===== src/rtl/seq_mul_pkg.sv =====
// rtl/seq_mul_pkg.sv - shared constants for the shift-add multiplier
package seq_mul_pkg;

  localparam int DEFAULT_WIDTH = 32;
  localparam int CNT_W         = $clog2(DEFAULT_WIDTH);
  localparam int ITERS_RADIX2  = DEFAULT_WIDTH;
  localparam int ITERS_RADIX4  = DEFAULT_WIDTH / 2;

  localparam logic SIGNED   = 1'b1;
  localparam logic UNSIGNED = 1'b0;

  typedef enum logic {
    IDLE = 1'b0,
    RUN  = 1'b1
  } mul_state_e;

  function automatic int iters_radix2(input int width);
    return width;
  endfunction

  function automatic int iters_radix4(input int width);
    return width / 2;
  endfunction

endpackage


===== src/rtl/seq_mul_twos_abs.sv =====
// rtl/seq_mul_twos_abs.sv - conditional two's-complement negate, shared with the divider
module twos_abs #(
  parameter int W = 32
) (
  input  logic         en,
  input  logic [W-1:0] value,
  output logic [W-1:0] result
);

  assign result = en ? (~value + {{(W-1){1'b0}}, 1'b1}) : value;

endmodule


===== src/rtl/seq_mul.sv =====
// rtl/seq_mul.sv - iterative shift-add MULT/MULTU unit; SEQ_MUL_RADIX4_EN selects 2 bits/cycle
module seq_mul
  import seq_mul_pkg::*;
#(
  parameter int WIDTH = DEFAULT_WIDTH
) (
  input  logic             clock,
  input  logic             reset,
  input  logic             start,
  input  logic             sign_mode,
  input  logic [WIDTH-1:0] multiplicand,
  input  logic [WIDTH-1:0] multiplier,
  output logic [WIDTH-1:0] hi,
  output logic [WIDTH-1:0] lo,
  output logic             busy,
  output logic             done
);

`ifdef SEQ_MUL_RADIX4_EN
  localparam int SHIFT = 2;
  localparam int ITERS = iters_radix4(WIDTH);
`else
  localparam int SHIFT = 1;
  localparam int ITERS = iters_radix2(WIDTH);
`endif
  localparam int ACC_W = WIDTH + SHIFT;
  localparam int CW    = $clog2(WIDTH);

  mul_state_e           state_q, state_d;
  logic [WIDTH-1:0]     mag_a, mag_b;
  logic [WIDTH-1:0]     mcand_q, mplr_q;
  logic [ACC_W-1:0]     acc_q, addend, sum;
  logic [ACC_W+WIDTH-1:0] shifted;
  logic [2*WIDTH-1:0]   prod, prod_fix;
  logic [CW-1:0]        cnt_q;
  logic                 neg_q, signed_op, last;

  assign signed_op = (sign_mode == SIGNED);

  twos_abs #(.W(WIDTH)) u_abs_a (
    .en     (signed_op & multiplicand[WIDTH-1]),
    .value  (multiplicand),
    .result (mag_a)
  );

  twos_abs #(.W(WIDTH)) u_abs_b (
    .en     (signed_op & multiplier[WIDTH-1]),
    .value  (multiplier),
    .result (mag_b)
  );

  always_comb begin
    addend = '0;
`ifdef SEQ_MUL_RADIX4_EN
    if (mplr_q[0]) addend = addend + ACC_W'(mcand_q);
    if (mplr_q[1]) addend = addend + ACC_W'({mcand_q, 1'b0});
`else
    if (mplr_q[0]) addend = ACC_W'(mcand_q);
`endif
  end

  assign sum     = acc_q + addend;
  assign shifted = {sum, mplr_q} >> SHIFT;
  // Carry bits above 2*WIDTH are always zero on the final step and are dropped here.
  assign prod    = shifted[2*WIDTH-1:0];
  assign last    = (cnt_q == CW'(ITERS - 1));

  twos_abs #(.W(2 * WIDTH)) u_fix (
    .en     (neg_q),
    .value  (prod),
    .result (prod_fix)
  );

  always_comb begin
    state_d = state_q;
    if (start) begin
      state_d = RUN;
    end else if (state_q == RUN && last) begin
      state_d = IDLE;
    end
  end

  assign busy = (state_q == RUN);

  always_ff @(posedge clock or negedge reset) begin
    if (!reset) begin
      state_q <= IDLE;
    end else begin
      state_q <= state_d;
    end
  end

  always_ff @(posedge clock or negedge reset) begin
    if (!reset) begin
      acc_q   <= '0;
      mcand_q <= '0;
      mplr_q  <= '0;
      cnt_q   <= '0;
      neg_q   <= 1'b0;
      hi      <= '0;
      lo      <= '0;
      done    <= 1'b0;
    end else if (start) begin
      // A start mid-run simply reloads; the aborted result never reaches hi/lo.
      acc_q   <= '0;
      mcand_q <= mag_a;
      mplr_q  <= mag_b;
      cnt_q   <= '0;
      neg_q   <= signed_op & (multiplicand[WIDTH-1] ^ multiplier[WIDTH-1]);
      done    <= 1'b0;
    end else begin
      done <= 1'b0;
      if (state_q == RUN) begin
        acc_q  <= shifted[ACC_W+WIDTH-1:WIDTH];
        mplr_q <= shifted[WIDTH-1:0];
        cnt_q  <= cnt_q + 1'b1;
        if (last) begin
          hi   <= prod_fix[2*WIDTH-1:WIDTH];
          lo   <= prod_fix[WIDTH-1:0];
          done <= 1'b1;
        end
      end
    end
  end

endmodule


===== config.mk =====
export PLATFORM = sky130hd
export DESIGN_NAME = seq_mul
export DESIGN_NICKNAME = d
export VERILOG_FILES = /design/src/rtl/seq_mul_pkg.sv /design/src/rtl/seq_mul_twos_abs.sv /design/src/rtl/seq_mul.sv
export SDC_FILE = /design/constraint.sdc
export NUM_CORES = 1
export LEC_CHECK = 0
export BUFFER_PORTS_ARGS = -buffer_cell sky130_fd_sc_hd__buf_4
export CAP_MARGIN = 20
export CORE_ASPECT_RATIO = 1.25
export CORE_MARGIN = 2
export CORE_UTILIZATION = 65
export CTS_BUF_LIST = sky130_fd_sc_hd__clkbuf_8
export DETAILED_ROUTE_END_ITERATION = 10
export GPL_TIMING_DRIVEN = 0
export HOLD_SLACK_MARGIN = 0.15
export PLACE_DENSITY = 0.87
export SLEW_MARGIN = 20
export SYNTH_ARGS = -nofsm -noshare
export SYNTH_HDL_FRONTEND = slang
export SYNTH_HIERARCHICAL = 1
export SYNTH_SLANG_ARGS = --single-unit
export TNS_END_PERCENT = 10

===== constraint.sdc =====
create_clock -name clock -period 7.9 [get_ports clock]
set_input_delay 0.79 -clock clock [delete_from_list [all_inputs] [get_ports clock]]
set_output_delay 0.79 -clock clock [all_outputs]
set_load 0.01 [all_outputs]

==> flow_summary.toml, run 1 <==
[status]
outcome = "finished, final reports clean"

[sta]
hold-worst-slack_ns = 0.2608
setup_ws_ns = 2.145
max-slew-margin-rel = 0.3761
slew_viol_final = 0
period_share = 0.7285
setup_tns_ns = 0
grt_setup_unrepaired = "false"
clock.fmax_ghz = 0.1737
setup_viol = 0
fin_crit_ns = 5.755
hold_viol = 0
finClkSkew_ns = 0.01365
worst-slew-pin-transition_ns = 0.9123

[placed_design]
dpl.hpwl_mm = 25.67
pre_cts_ws_ns = 2.382
portBuffers = 132
place_congestion = 0.9732
dp_cells = 1571

[global_routing]
first_global_vias = 10380
grt_start_max_net_pins = 100
antenna_found_initial = 0
grt_usage = 0.3489
gr-total-overflow = 0
grt_pass1_wl_mm = 54.41

[pwr]
seqPwrFrac = 0.395
p_int_mw = 1.591
p_clk_frac = 0.238
power_frac_comb = 0.367
p_leak_nw = 6.364
p_sw_frac = 0.3843
switching_power_mw = 0.9931
ir_drop_mv = 0.1385
p_per_area_nw_per_um2 = 187.4

[cells_and_area]
antenna_cells = 0
final_common_cell = "dfrtp_1"
nFillCells = 1319
layout_common_cells = "dfrtp_1 (168), xnor2_1 (140), buf_4 (134)"
nNetsFinal = 1468
utilization = 0.7591
layout-drive-gt1-share = 0.2524
instances_no_fill = 1603
areaGrowthSynthToFinish_pct = 14.08

[die]
pin_count = 134
die_area_sq_um = 19710
die_height_microns = 156.5
core_sq_um = 18170
core.rowCount = 55
fp.dieW_microns = 126.0
start_util = 0.6654

[setup_path]
critPathMaxStageDelay_ns = 0.59
crit_path_end_kind = "flip-flop"
critical_path_class = "reg -> reg"
startpoint = "mplr_q[0]$_DFFE_PN0P_"
critPathTopFamily = "simple AND/OR/NAND/NOR gates"
crit_path_end = "hi[31]$_DFFE_PN0P_"
cp_data_required_time_ns = 8.27
crit_cells = 17
startpoint_type = "flip-flop"
worst-path-buf-inv = 2
worstRegToRegCells = 17
rr_endpoint = "hi[31]$_DFFE_PN0P_"
rrSetupSlack_ns = 2.14
slowest_stage = "or4_4"
worstPathArrival_ns = 6.12
crit_chain = "clkbuf_1 -> and2_1 -> ha_1 -> inv_1 -> fa_1 -> nor2b_1 -> o211a_1 -> o21a_1 -> a21oi_1 -> o21ai_0 -> xor2_1 -> or4_4 -> or3_1 -> or4_1 -> o31ai_1 -> xnor2_1 -> mux2_2"
cp_max_fo = 10
r2r-start = "mplr_q[0]$_DFFE_PN0P_"

[cts]
clk_latency_ns = 0.48
htree_levels = 4
clock_path_buffers = 2
cts.sinks = 168
cts.root.buffer_cell = "clkbuf_8"
cts_tree = "done"
post_cts_buffers = 0
numCtsBuffers = 17
cts-resized-gates = 0
ctsHoldBuffers = 0
clk_pin_slew_ns = 0.10

[detailed_routing]
vias = 10360
drtIter0Drc = 825
drtAntennaViolNets = 0
drc = 0
dr.pass1.iters = 5
viasPerCell = 6.463
wl_per_cell_microns = 21.07
drt-total-wl_mm = 33.77

[yosys]
synth_edf_count = 0
yosysWarnings = 6
ys_async_sr_fraction = 1.000
ys_ff_latch = 168
ys.flop_type = "dfrtp_1"
avgSynthCellArea_sq_um = 9.991
yosysSeqAreaShare = 0.3478
syn_area_sq_um = 12090
ys_types = 89
synth_nets = 1316
syn_inst = 1210

[flow_run]
max_cap_viol_count = 0

[worst_hold_path]
min_path_type = "in -> async"
-- synthesized netlist by cell type, types with 13 or more instances --
cell type,instances,area (sq um)
a21o_1,13,97.59
a21oi_1,28,140.1
and2_1,38,237.7
clkbuf_1,36,135.1
dfrtp_1,168,4204
ha_1,37,462.9
inv_1,26,97.59
mux2_2,96,1081
mux2i_1,49,490.5
nand2_1,101,379.1
nand2b_1,14,87.58
nand3_1,18,90.09
nor2_1,50,187.7
nor3_1,13,65.06
o21ai_0,86,430.4
o31ai_1,39,292.8
o41ai_1,18,157.7
or3_1,14,87.58
xnor2_1,140,1226
-- metrics by stage --
stage	power [mW]	cell area [sq um]
after floorplan	1.682	12090
after global placement	1.934	13370
after detailed placement	1.961	13400
after CTS	2.576	13790
after global routing	2.716	13790
final	2.584	13790
-- layout make-up --
type                       instances  area [sq um]  area share
buffer                            61         316.6     0.02295
clock buffer                      18         247.7     0.01796
clock inverter                    14         142.6     0.01034
inverter                          26         97.59    0.007077
multi-input combinational        955          7471      0.5417
sequential                       168          4204      0.3048
tap                              228         285.3     0.02069
timing repair buffer             133          1026     0.07440
-- registers in the layout, indices dropped and copies added, names as in the netlist --
signal,flops
busy,1
cnt_q,5
lo,32
hi,32
acc_q,32
mplr_q,32
done,1
neg_q,1
mcand_q,32
-- cell families after synthesis --
| logic type | count (synthesis) | synth area share |
|---|---|---|
| DFF | 168 | 0.3478 |
| muxes | 145 | 0.1300 |
| buffers and inverters | 87 | 0.03426 |
| and+or+nand+nor | 348 | 0.1729 |
| AOI/OAI and AO/OA | 273 | 0.1657 |
| xor gates and xnor gates | 151 | 0.1094 |
| adders and majority gates | 38 | 0.03995 |
-- worst reg2reg max path, stage by stage, from the launching register on --
cell and delay, ns:
dfrtp_1 0.54, clkbuf_1 0.42, and2_1 0.20, ha_1 0.19, inv_1 0.07, fa_1 0.41, nor2b_1 0.25, o211a_1 0.28
o21a_1 0.23, a21oi_1 0.14, o21ai_0 0.50, xor2_1 0.37, or4_4 0.60, or3_1 0.39, or4_1 0.43, o31ai_1 0.28
xnor2_1 0.11, mux2_2 0.26
-- power groups by stage --
stage          registers (mW)  logic, mW  clock network (mW)
5_1_grt                  1.03       1.03               0.652
6_report                 1.02      0.949               0.615
4_1_cts                  1.02      0.936               0.623
3_3_place_gp             1.03      0.904                   0
3_5_place_dp             1.03      0.926                   0
2_1_floorplan            1.01      0.673                   0
-- routing by layer --
metal,track usage,vias to the layer above,routed length (microns)
li1,-,4719,-
met1,0.4235,5074,12920
met2,0.6162,455,17070
met3,0.05299,112,2236
met4,0.1518,0,1542
met5,0,-,0
-- how the worst min path moves through the flow --
stage,startpoint,end,slack (ns),cells after the start
2_1_floorplan,acc_q[17]$_DFFE_PN0P_,acc_q[17]$_DFFE_PN0P_,0.46,2
3_3_place_gp,acc_q[24]$_DFFE_PN0P_,acc_q[24]$_DFFE_PN0P_,0.48,1
3_5_place_dp,mcand_q[23]$_DFFE_PN0P_,mcand_q[23]$_DFFE_PN0P_,0.49,1
4_1_cts,reset,mcand_q[27]$_DFFE_PN0P_,0.27,1
5_1_grt,reset,mcand_q[22]$_DFFE_PN0P_,0.28,1
6_report,reset,mcand_q[25]$_DFFE_PN0P_,0.26,1
(Power assumes the default switching activity.)
==> run 2, diff against run 1 <==
Settings changed: ABC_AREA from default to 1, CORE_UTILIZATION 65 to 63, PLACE_DENSITY 0.87 to 0.84.
Clock period 7.9 ns to 5.4 ns, I/O delays scaled along.
==> run 2 against run 1 <==
Die area up 19%. First-iteration DRC count up 57%. Register-to-register slack worse by 0.87 ns. Synthesized area up 16%. Synthesized cell count up 87%. Worst hold slack better by 0.077 ns. Non-clock buffer count down 2. Global-route usage up 3.2 points. Cell area up 14%. Critical path type unchanged. Critical endpoint is now hi[28]$_DFFE_PN0P_.
==> flow_summary.toml, run 2 <==
[sta]
clock.fmax_ghz = 0.2424
hold_viol = 0
period_share = 0.7640
setup_ws_ns = 1.274
setup_tns_ns = 0
max-slew-margin-rel = 0.5332
finClkSkew_ns = 0.01549
worst-slew-pin-transition_ns = 0.7002
slew_viol_final = 0
hold-worst-slack_ns = 0.3379
fin_crit_ns = 4.126
grt_setup_unrepaired = "false"
setup_viol = 0

[detailed_routing]
drtIter0Drc = 1296
viasPerCell = 5.373
dr.pass1.iters = 7
wl_per_cell_microns = 15.93
drtAntennaViolNets = 0
drc = 0
drt-total-wl_mm = 43.12
vias = 14550

[cells_and_area]
nFillCells = 1949
instances_no_fill = 2707
nNetsFinal = 2517
antenna_cells = 0
layout-drive-gt1-share = 0.1271
areaGrowthSynthToFinish_pct = 12.61
final_common_cell = "nand2_1"
layout_common_cells = "nand2_1 (1016), inv_1 (287), nor2_1 (231)"

[die]
core.rowCount = 61
pin_count = 134
die_height_microns = 170.7
start_util = 0.6352
core_sq_um = 22060
fp.dieW_microns = 137.4
die_area_sq_um = 23460

[yosys]
ys.flop_type = "dfrtp_1"
yosys.area.top_type = "dfrtp_1"
synth_nets = 2363
synth.area.top_cells = "dfrtp_1 (30%), nand2_1 (27%), inv_1 (7.7%)"
yosysWarnings = 6
ys_ff_latch = 168
post-synth-top-count-cell = "nand2_1"
synth_commonest_cells = "nand2_1 (1016), inv_1 (286), nor2_1 (231), dfrtp_1 (168), nand3_1 (106)"
yosysSeqAreaShare = 0.3001
ys_async_sr_fraction = 1.000
syn_area_sq_um = 14010
syn_inst = 2257
avgSynthCellArea_sq_um = 6.208
synth_edf_count = 0
synth_top_area_frac = 0.3001
ys_types = 43

[setup_path]
crit_path_end_kind = "flip-flop"
critPathMaxStageDelay_ns = 0.48
slowest_stage = "clkbuf_1"
r2r-start = "mplr_q[0]$_DFFE_PN0P_"
rrSetupSlack_ns = 1.27
critPathTopFamily = "simple AND/OR/NAND/NOR gates"
startpoint_type = "flip-flop"
worstRegToRegCells = 28
rr_endpoint = "hi[28]$_DFFE_PN0P_"
cp_data_required_time_ns = 5.79
worstPathArrival_ns = 4.51
critical_path_class = "reg -> reg"
cp_max_fo = 10
path_common_cell = "nand2_1"
worst-path-buf-inv = 5

[pwr]
ir_drop_mv = 0.1705
p_per_area_nw_per_um2 = 240.9
p_leak_nw = 9.094
total_power_mw = 3.801

[global_routing]
grt_usage = 0.3812
gr-total-overflow = 0
grt_pass1_wl_mm = 69.54
grt_start_max_net_pins = 102
first_global_vias = 14140
antenna_found_initial = 0

[worst_hold_path]
holdCritStartpoint = "multiplicand[5]"
hold-path-endpoint = "mcand_q[5]$_DFFE_PN0P_"
holdPathStages = 4
min_path_type = "in -> reg"

[cts]
clk_pin_slew_ns = 0.10
cts.root.buffer_cell = "clkbuf_8"
cts.sinks = 168
cts-resized-gates = 0
htree_levels = 4
cts_tree = "done"
clock_path_buffers = 2
clk_latency_ns = 0.49
numCtsBuffers = 17

[status]
outcome = "finished, final reports clean"

[flow_run]
max_cap_viol_count = 0

[placed_design]
pre_cts_ws_ns = 1.433
portBuffers = 133
dpl.hpwl_mm = 35.18
dp_cells = 2674
place_congestion = 0.9622
-- run 2: cell count changes after synthesis, moves of 26 or more --
cell | before | now
nand3_1 | 18 | 106
o221ai_1 | 0 | 30
o21ai_0 | 86 | 36
nor2_1 | 50 | 231
xnor2_1 | 140 | 33
mux2i_1 | 49 | 0
mux2_2 | 96 | 0
inv_1 | 26 | 286
nand2_1 | 101 | 1016
xor2_1 | 11 | 37
o31ai_1 | 39 | 0
-- run 2: worst register-to-register path, delay by kind of cell, from the launching register on --
kind	cells	cell delay [ns]
buffers and inverters	5	0.96
AND/OR/NAND/NOR	21	2.14
flip-flops	1	0.33
adder cells (fa/ha/maj)	2	0.59
-- run 2: per-stage QoR --
| step | instance area, sq um | utilization |
|---|---|---|
| detailed placement | 15400 | 0.6981 |
| CTS | 15780 | 0.7153 |
| floorplan | 14010 | - |
| global placement | 15360 | 0.6965 |
| global route | 15780 | 0.7153 |
| finish | 15780 | 0.7153 |
-- run 2: worst max path at each step --
| stage | startpoint | endpoint | slack, ns | depth (start not counted) |
|---|---|---|---|---|
| detailed placement | mplr_q[0]$_DFFE_PN0P_ | hi[30]$_DFFE_PN0P_ | 1.43 | 24 |
| CTS | mplr_q[0]$_DFFE_PN0P_ | hi[30]$_DFFE_PN0P_ | 1.39 | 24 |
| global route | mplr_q[0]$_DFFE_PN0P_ | hi[29]$_DFFE_PN0P_ | 0.95 | 24 |
| floorplan | mplr_q[0]$_DFFE_PN0P_ | hi[29]$_DFFE_PN0P_ | 2.29 | 26 |
| global placement | mplr_q[0]$_DFFE_PN0P_ | hi[30]$_DFFE_PN0P_ | 1.48 | 24 |
| finish | mplr_q[0]$_DFFE_PN0P_ | hi[28]$_DFFE_PN0P_ | 1.27 | 28 |
-- run 2: per-layer routing --
| layer | global-route usage | vias up | share of wire |
|---|---|---|---|
| li1 | - | 7215 | - |
| met1 | 0.4337 | 6600 | 0.39 |
| met2 | 0.6660 | 584 | 0.48 |
| met3 | 0.07585 | 146 | 0.067 |
| met4 | 0.2048 | 0 | 0.056 |
| met5 | 0 | - | 0 |
-- run 2: power by group --
| group | internal, mW | total [mW] | switching [mW] | leakage, nW |
|---|---|---|---|---|
| Combinational | 0.469 | 1.47 | 1.00 | 6.69 |
| Sequential | 1.35 | 1.45 | 0.0952 | 2.21 |
| Clock | 0.338 | 0.881 | 0.544 | 0.193 |
| Total | 2.16 | 3.80 | 1.64 | 9.09 |
-- run 2: layout make-up --
cell class / instances / area [sq um] / share of cell area
Buffer: 57 / 277.8 / 0.01761
Clock buffer: 17 / 234.0 / 0.01483
Clock inverter: 15 / 135.1 / 0.008565
Inverter: 298 / 1129 / 0.07153
Multi-Input combinational cell: 1734 / 8401 / 0.5324
Sequential cell: 168 / 4204 / 0.2665
Tap cell: 283 / 354.1 / 0.02244
Timing Repair Buffer: 135 / 1044 / 0.06614
-- run 2: what timing repair did --
action | CTS | global route
endpoints found under the hold margin | 67 | 0
buffers inserted | 0 | 0
hold buffers | 1 | 0
-- run 2: cells by family (layout without fill, tap and decap cells) --
kind of cell / after synthesis / count (layout) / share of synthesized area
AO/OA/AOI/OAI: 124 / 124 / 0.06099
buffers and inverters: 355 / 522 / 0.1004
adder cells (fa/ha/maj): 38 / 38 / 0.03447
XOR/XNOR: 75 / 75 / 0.04956
flip-flops: 168 / 168 / 0.3001
AND/OR/NAND/NOR: 1497 / 1497 / 0.4545
